### src/rtl/mc_pkg.sv
// mc_pkg: shared state encoding, datapath select encodings and ARM condition evaluation
// for the multicycle ARM control unit.
package mc_pkg;

    typedef enum logic [3:0] {
        FETCH, DECODE, MEMADR, MEMREAD, MEMWB, MEMWRITE,
        EXECUTER, EXECUTEI, ALUWB, BRANCH, UNKNOWN
    } statetype_t;

    localparam logic [1:0] ALU_ADD = 2'b00;
    localparam logic [1:0] ALU_SUB = 2'b01;
    localparam logic [1:0] ALU_AND = 2'b10;
    localparam logic [1:0] ALU_ORR = 2'b11;

    localparam logic [1:0] SRCB_REG  = 2'b00;
    localparam logic [1:0] SRCB_IMM  = 2'b01;
    localparam logic [1:0] SRCB_FOUR = 2'b10;

    localparam logic [1:0] RES_ALUOUT    = 2'b00;
    localparam logic [1:0] RES_DATA      = 2'b01;
    localparam logic [1:0] RES_ALURESULT = 2'b10;

    localparam logic [3:0] COND_EQ = 4'b0000;
    localparam logic [3:0] COND_NE = 4'b0001;
    localparam logic [3:0] COND_CS = 4'b0010;
    localparam logic [3:0] COND_CC = 4'b0011;
    localparam logic [3:0] COND_MI = 4'b0100;
    localparam logic [3:0] COND_PL = 4'b0101;
    localparam logic [3:0] COND_VS = 4'b0110;
    localparam logic [3:0] COND_VC = 4'b0111;
    localparam logic [3:0] COND_HI = 4'b1000;
    localparam logic [3:0] COND_LS = 4'b1001;
    localparam logic [3:0] COND_GE = 4'b1010;
    localparam logic [3:0] COND_LT = 4'b1011;
    localparam logic [3:0] COND_GT = 4'b1100;
    localparam logic [3:0] COND_LE = 4'b1101;
    localparam logic [3:0] COND_AL = 4'b1110;

    // flags is {N,Z,C,V}; the reserved 1111 encoding never executes
    function automatic logic cond_holds(input logic [3:0] cond, input logic [3:0] flags);
        logic n, z, c, v;
        {n, z, c, v} = flags;
        case (cond)
            COND_EQ: return z;
            COND_NE: return ~z;
            COND_CS: return c;
            COND_CC: return ~c;
            COND_MI: return n;
            COND_PL: return ~n;
            COND_VS: return v;
            COND_VC: return ~v;
            COND_HI: return c & ~z;
            COND_LS: return ~c | z;
            COND_GE: return n == v;
            COND_LT: return n != v;
            COND_GT: return ~z & (n == v);
            COND_LE: return z | (n != v);
            COND_AL: return 1'b1;
            default: return 1'b0;
        endcase
    endfunction

endpackage

### src/rtl/mc_if.sv
// mc_if: instruction fields and ALU flags into the control unit, datapath controls out.
interface mc_if;
    logic [3:0] Cond;
    logic [1:0] Op;
    logic [5:0] Funct;
    logic [3:0] Rd;
    logic [3:0] ALUFlags;
    logic       PCWrite;
    logic       MemWrite;
    logic       RegWrite;
    logic       IRWrite;
    logic       AdrSrc;
    logic       ALUSrcA;
    logic [1:0] ResultSrc;
    logic [1:0] ALUSrcB;
    logic [1:0] ALUControl;
    logic [1:0] ImmSrc;
    logic [1:0] RegSrc;

    modport master (
        input  Cond, Op, Funct, Rd, ALUFlags,
        output PCWrite, MemWrite, RegWrite, IRWrite, AdrSrc, ALUSrcA,
               ResultSrc, ALUSrcB, ALUControl, ImmSrc, RegSrc
    );

    modport slave (
        output Cond, Op, Funct, Rd, ALUFlags,
        input  PCWrite, MemWrite, RegWrite, IRWrite, AdrSrc, ALUSrcA,
               ResultSrc, ALUSrcB, ALUControl, ImmSrc, RegSrc
    );
endinterface

### src/rtl/mc_condlogic.sv
// mc_condlogic: Flags register, condition check, CondExReg and gating of the
// architectural write enables.
module mc_condlogic
    import mc_pkg::*;
(
    input  logic       clk,
    input  logic       reset,
    input  logic [3:0] cond,
    input  logic [3:0] alu_flags,
    input  logic [1:0] flag_w,
    input  logic       flag_en,
    input  logic       cond_load,
    input  logic       pcs,
    input  logic       next_pc,
    input  logic       reg_w,
    input  logic       mem_w,
    output logic       pc_write,
    output logic       reg_write,
    output logic       mem_write
);
    logic [3:0] flags;
    logic       cond_ex_reg;
    logic [1:0] flag_write;

    assign flag_write = flag_en ? (flag_w & {2{cond_ex_reg}}) : 2'b00;
    assign pc_write   = next_pc | (pcs & cond_ex_reg);
    assign reg_write  = reg_w & cond_ex_reg;
    assign mem_write  = mem_w & cond_ex_reg;

    // the decision is frozen at DECODE so this instruction's own flag update cannot gate it
    always_ff @(posedge clk or posedge reset) begin
        if (reset) begin
            flags       <= 4'b0000;
            cond_ex_reg <= 1'b0;
        end else begin
            if (cond_load) cond_ex_reg <= cond_holds(cond, flags);
            if (flag_write[1]) flags[3:2] <= alu_flags[3:2];
            if (flag_write[0]) flags[1:0] <= alu_flags[1:0];
        end
    end
endmodule

### src/rtl/mc_controller.sv
// mc_controller: multicycle ARM control unit; Moore main FSM plus ALU decoder,
// feeding mc_condlogic for conditional execution.
module mc_controller
    import mc_pkg::*;
(
    input  logic clk,
    input  logic reset,
    mc_if.master bus
);
    statetype_t state, state_next;
    logic       next_pc, branch, reg_w, mem_w, alu_op;
    logic       ir_write, adr_src, alu_src_a;
    logic [1:0] result_src, alu_src_b, alu_control, flag_w;
    logic       pc_write, reg_write, mem_write, pcs, exec;

    always_ff @(posedge clk or posedge reset) begin
        if (reset) state <= FETCH;
        else       state <= state_next;
    end

    always_comb begin
        state_next = FETCH;
        next_pc    = 1'b0;
        branch     = 1'b0;
        reg_w      = 1'b0;
        mem_w      = 1'b0;
        alu_op     = 1'b0;
        ir_write   = 1'b0;
        adr_src    = 1'b0;
        alu_src_a  = 1'b0;
        alu_src_b  = SRCB_REG;
        result_src = RES_ALUOUT;
        case (state)
            FETCH: begin
                ir_write   = 1'b1;
                next_pc    = 1'b1;
                alu_src_a  = 1'b1;
                alu_src_b  = SRCB_FOUR;
                result_src = RES_ALURESULT;
                state_next = DECODE;
            end
            DECODE: begin
                alu_src_a  = 1'b1;
                alu_src_b  = SRCB_FOUR;
                result_src = RES_ALURESULT;
                state_next = bus.Op == 2'b01 ? MEMADR :
                             bus.Op == 2'b10 ? BRANCH :
                             bus.Op == 2'b11 ? UNKNOWN :
                             bus.Funct[5]    ? EXECUTEI : EXECUTER;
            end
            MEMADR: begin
                alu_src_b  = SRCB_IMM;
                state_next = bus.Funct[0] ? MEMREAD : MEMWRITE;
            end
            MEMREAD: begin
                adr_src    = 1'b1;
                state_next = MEMWB;
            end
            MEMWB: begin
                result_src = RES_DATA;
                reg_w      = 1'b1;
            end
            MEMWRITE: begin
                adr_src = 1'b1;
                mem_w   = 1'b1;
            end
            EXECUTER: begin
                alu_op     = 1'b1;
                state_next = ALUWB;
            end
            EXECUTEI: begin
                alu_src_b  = SRCB_IMM;
                alu_op     = 1'b1;
                state_next = ALUWB;
            end
            ALUWB: reg_w = 1'b1;
            BRANCH: begin
                alu_src_b  = SRCB_IMM;
                result_src = RES_ALURESULT;
                branch     = 1'b1;
            end
            default: state_next = FETCH;
        endcase
    end

    // unrecognised data-processing functions fall back to ADD and never touch the flags
    always_comb begin
        alu_control = ALU_ADD;
        flag_w      = 2'b00;
        if (alu_op) begin
            case (bus.Funct[4:1])
                4'b0100: begin
                    alu_control = ALU_ADD;
                    flag_w      = {2{bus.Funct[0]}};
                end
                4'b0010: begin
                    alu_control = ALU_SUB;
                    flag_w      = {2{bus.Funct[0]}};
                end
                4'b0000: begin
                    alu_control = ALU_AND;
                    flag_w      = {bus.Funct[0], 1'b0};
                end
                4'b1100: begin
                    alu_control = ALU_ORR;
                    flag_w      = {bus.Funct[0], 1'b0};
                end
                default: begin
                    alu_control = ALU_ADD;
                    flag_w      = 2'b00;
                end
            endcase
        end
    end

    assign exec = (state == EXECUTER) || (state == EXECUTEI);
    assign pcs  = ((bus.Rd == 4'b1111) & reg_w) | branch;

    mc_condlogic u_condlogic (
        .clk       (clk),
        .reset     (reset),
        .cond      (bus.Cond),
        .alu_flags (bus.ALUFlags),
        .flag_w    (flag_w),
        .flag_en   (exec),
        .cond_load (state == DECODE),
        .pcs       (pcs),
        .next_pc   (next_pc),
        .reg_w     (reg_w),
        .mem_w     (mem_w),
        .pc_write  (pc_write),
        .reg_write (reg_write),
        .mem_write (mem_write)
    );

    assign bus.PCWrite    = pc_write;
    assign bus.MemWrite   = mem_write;
    assign bus.RegWrite   = reg_write;
    assign bus.IRWrite    = ir_write;
    assign bus.AdrSrc     = adr_src;
    assign bus.ALUSrcA    = alu_src_a;
    assign bus.ALUSrcB    = alu_src_b;
    assign bus.ResultSrc  = result_src;
    assign bus.ALUControl = alu_control;
    assign bus.ImmSrc     = bus.Op;
    assign bus.RegSrc     = {bus.Op == 2'b01, bus.Op == 2'b10};
endmodule

### src/flat_wrapper.sv
// flat-port wrapper written by rule: the top's interface ports become plain ports
module mc_controller_flat import mc_pkg::*;
  (clk, reset, bus_Cond, bus_Op, bus_Funct, bus_Rd, bus_ALUFlags, bus_PCWrite, bus_MemWrite, bus_RegWrite, bus_IRWrite, bus_AdrSrc, bus_ALUSrcA, bus_ResultSrc, bus_ALUSrcB, bus_ALUControl, bus_ImmSrc, bus_RegSrc);
  mc_if bus_i ();
  input  logic clk;
  input  logic reset;
  input wire logic [$bits(bus_i.Cond)-1:0] bus_Cond;
  input wire logic [$bits(bus_i.Op)-1:0] bus_Op;
  input wire logic [$bits(bus_i.Funct)-1:0] bus_Funct;
  input wire logic [$bits(bus_i.Rd)-1:0] bus_Rd;
  input wire logic [$bits(bus_i.ALUFlags)-1:0] bus_ALUFlags;
  output wire logic [$bits(bus_i.PCWrite)-1:0] bus_PCWrite;
  output wire logic [$bits(bus_i.MemWrite)-1:0] bus_MemWrite;
  output wire logic [$bits(bus_i.RegWrite)-1:0] bus_RegWrite;
  output wire logic [$bits(bus_i.IRWrite)-1:0] bus_IRWrite;
  output wire logic [$bits(bus_i.AdrSrc)-1:0] bus_AdrSrc;
  output wire logic [$bits(bus_i.ALUSrcA)-1:0] bus_ALUSrcA;
  output wire logic [$bits(bus_i.ResultSrc)-1:0] bus_ResultSrc;
  output wire logic [$bits(bus_i.ALUSrcB)-1:0] bus_ALUSrcB;
  output wire logic [$bits(bus_i.ALUControl)-1:0] bus_ALUControl;
  output wire logic [$bits(bus_i.ImmSrc)-1:0] bus_ImmSrc;
  output wire logic [$bits(bus_i.RegSrc)-1:0] bus_RegSrc;
  assign bus_i.Cond = bus_Cond;
  assign bus_i.Op = bus_Op;
  assign bus_i.Funct = bus_Funct;
  assign bus_i.Rd = bus_Rd;
  assign bus_i.ALUFlags = bus_ALUFlags;
  assign bus_PCWrite = bus_i.PCWrite;
  assign bus_MemWrite = bus_i.MemWrite;
  assign bus_RegWrite = bus_i.RegWrite;
  assign bus_IRWrite = bus_i.IRWrite;
  assign bus_AdrSrc = bus_i.AdrSrc;
  assign bus_ALUSrcA = bus_i.ALUSrcA;
  assign bus_ResultSrc = bus_i.ResultSrc;
  assign bus_ALUSrcB = bus_i.ALUSrcB;
  assign bus_ALUControl = bus_i.ALUControl;
  assign bus_ImmSrc = bus_i.ImmSrc;
  assign bus_RegSrc = bus_i.RegSrc;
  mc_controller u_core (.clk(clk), .reset(reset), .bus(bus_i));
endmodule
### config.mk
export PLATFORM = sky130hd
export DESIGN_NAME = mc_controller_flat
export DESIGN_NICKNAME = d
export VERILOG_FILES = /design/src/rtl/mc_pkg.sv /design/src/rtl/mc_if.sv /design/src/rtl/mc_condlogic.sv /design/src/rtl/mc_controller.sv /design/src/flat_wrapper.sv
export SDC_FILE = /design/constraint.sdc
export NUM_CORES = 1
export LEC_CHECK = 0
export CAP_MARGIN = 40
export CORE_MARGIN = 2
export CORE_UTILIZATION = 40
export DETAILED_ROUTE_END_ITERATION = 10
export GPL_ROUTABILITY_DRIVEN = 0
export PLACE_DENSITY = 0.79
export SYNTH_ARGS = -nofsm -noshare
export SYNTH_HDL_FRONTEND = slang
export SYNTH_SLANG_ARGS = --single-unit
### constraint.sdc
create_clock -name clk -period 2.64 [get_ports clk]
set_input_delay 0.792 -clock clk [delete_from_list [all_inputs] [get_ports clk]]
set_output_delay 0.792 -clock clk [all_outputs]
set_load 0.05 [all_outputs]
==> impl_metrics.yaml <==
outcome:
  status: "finished clean"
sta:
  grt_setup_unrepaired: "no"
  worst_pin_slew_ns: 0.424
  hold_viol_final: 0
  setup_viol: 0
  finalClockSkew_ns: 0.00138
  fmax_ghz: 0.393
  period_needed_ns: 2.55
  relSlewSlack_pct: 71.7
  maxSlewViolCount: 0
  fin_crit_sh_pct: 96.5
  postLayoutSetupSlackWorst_ns: 0.0926
clock_tree:
  clk_pin_slew_worst_paths_ns: 0.06
  clkLatencyLatePin_ns: 0.26
  post_cts_buffers: 0
  cts_root_buf: "clkbuf_4"
  cts.path.max_buffers: 2
  ctsHoldBuffers: 0
  clock-sinks: 9
  htreeDepth: 1
  cts_made_buffers: 3
  tritoncts: "done"
grt:
  grt_start_max_net_pins: 11
  grt_pass1_wl_um: 4130
  antenna_found_initial: 0
  grt_pass1_vias: 906
  track_usage_pct: 22.0
  globalRouteOverflowTotal: 0
finish:
  num_antenna_cells: 0
  final_area_um2: 1420
  layout-drive-gt1-share_pct: 28.0
  layout.cells.non_filler: 170
  area_growth_pct: 76.2
  nets: 166
pwr:
  leakage_uw: 0.000610
  finalPower_uw: 1520
  ir_worst_vdd_mv: 1.13
  power_density_nw_per_um2: 1070
drt:
  wl_per_cell_um: 13.5
  drc: 0
  drt_iter0_markers: 14
  routed_via_density: 5.24
  drt-pass1-iter-count: 4
  routed_wl_um: 2290
  ant_nets: 0
  routed-via-count: 891
place:
  io_buffers: 37
  hpwlAfterDp_um: 1790
  dp_cells: 166
  placed_area_um2: 1390
  pre_cts_ws_ns: -0.231
yosys:
  netlist.area_leader.share_pct: 28.0
  synth_cell_types: 36
  synth-edff-count: 0
  syn_inst: 100
  synth.most_common_cell: "nor2_1"
  synth_top_cell_by_area: "dfrtp_1"
  syn_area_per_cell_um2: 8.06
  synth_warnings: 0
  ys_async_sr_fraction_pct: 100
  synth_common_cells: "nor2_1 (11), dfrtp_1 (9), nand2_1 (9), a21oi_1 (7), inv_1 (6)"
  ys_seq_elements: 9
  netlist_area_um2: 806
  yosysSeqAreaShare_pct: 28.0
  synth_nets: 122
  ys_top_cells_by_area: "dfrtp_1 (28%), mux2_1 (5.6%), nor2_1 (5.1%), a21oi_1 (4.3%), xnor2_1 (4.3%)"
  ys.flop_type: "dfrtp_1"
min_path:
  holdCritPathClass: "register to register"
  whs_endpoint: "u_core.u_condlogic.flags[1]"
  worstHoldStart: "u_core.u_condlogic.flags[1]"
  hold_path_depth: 1
worst_setup_path:
  critPathTopFamily: "simple AND/OR/NAND/NOR gates"
  worstSetupPathType: "primary input to output port"
  crit_arrival_ns: 1.76
  critPathLaunchType: "primary input"
  cp_max_fo: 3
  critPathBufInv: 2
  ff2ff_setup_slack_ns: 0.53
  cpPeakStageDelay_ns: 0.36
  r2r_cells: 5
  rr_startpoint: "u_core.state[3]"
  crit_required_ns: 1.85
  end_kind: "output port"
  slowest_stage: "or3_4"
  cp_cell_sequence: "dlygate4sd2_1 -> or3_4 -> nor4_4 -> buf_12"
  r2r_end: "u_core.u_condlogic.flags[1]"
floorplan:
  start_util_pct: 41.9
  die_w_um: 48.9
  rows: 16
  die_area_um2: 2390
  die-height_um: 48.9
  ios: 38
  core_um2: 1920
run:
  drv_cap: 0
final cells by class:
class,instances,area (um2)
Timing Repair Buffer,46,554
Fill cell,156,502
Sequential cell,9,225
Inverter,7,26.3
Tap cell,27,33.8
Clock buffer,4,26.3
Multi-Input combinational cell,77,554
timing repair:
| item | in CTS | in global routing |
|---|---|---|
| pin swaps | 7 | 0 |
| resized for setup | 10 | 1 |
| setup endpoints to repair | 3 | 2 |
cell usage in the layout, fill, tap and decap left out, types with 2 or more instances in the layout:
cell,instances
or3_1,2
dfrtp_1,9
inv_1,6
nor2b_1,2
xor2_1,3
nand2_1,9
xnor2_1,4
buf_4,12
nor3b_1,4
buf_12,13
clkbuf_4,3
o211ai_1,2
mux2_1,4
nand3_1,2
dlygate4sd2_1,7
nor3_1,5
a21oi_1,6
or2_1,2
clkdlybuf4s50_1,13
nor2_1,10
worst max-delay path by stage:
stage | cells past startpoint | endpoint | startpoint
floorplan | 4 | bus_IRWrite | u_core.state[2]
global placement | 4 | bus_ALUControl[1] | bus_Funct[1]
detailed placement | 4 | bus_ALUControl[1] | bus_Funct[1]
CTS | 5 | bus_ALUControl[0] | bus_Funct[2]
global route | 3 | bus_RegWrite | u_core.state[2]
finish | 4 | bus_ALUControl[1] | bus_Funct[1]
routing by layer:
layer,track usage (%),up-vias,wire [um]
met5,0,-,0
met2,38.4,38,1120
met4,8.57,0,57
met1,25.3,409,966
li1,-,438,-
met3,6.13,6,144
through the flow:
stage | setup TNS (ns) | util [%] | hold WS (ns)
floorplan | -0.0854 | - | 0.501
global placement | -0.369 | 72.4 | 0.524
detailed placement | -0.437 | 72.4 | 0.535
CTS | 0 | 73.8 | 0.548
global route | 0 | 73.9 | 0.562
finish | 0 | 73.9 | 0.540
power breakdown:
part	internal, uW	total [uW]	switching [uW]
clock	58.2	106	47.6
combinational	487	1140	654
sequential	184	270	86.6
total	729	1520	789
kinds of logic (layout without fill, tap and decap cells):
family	count (synthesis)	in the layout	share of synthesized area (%)
compound gates	21	21	19.9
xor+xnor	7	7	7.61
buf+inv	14	57	7.92
flops	9	9	28.0
mux	5	5	6.83
simple gates	44	44	29.8
worst reg2reg max path, cell delays in order (launching register included):
cell	delay, ns
dfrtp_1	0.47
nand2b_4	0.21
or3_4	0.41
or2_4	0.29
nor3_2	0.27
mux2_1	0.35
No activity file was read; power rests on OpenSTA's default activity.
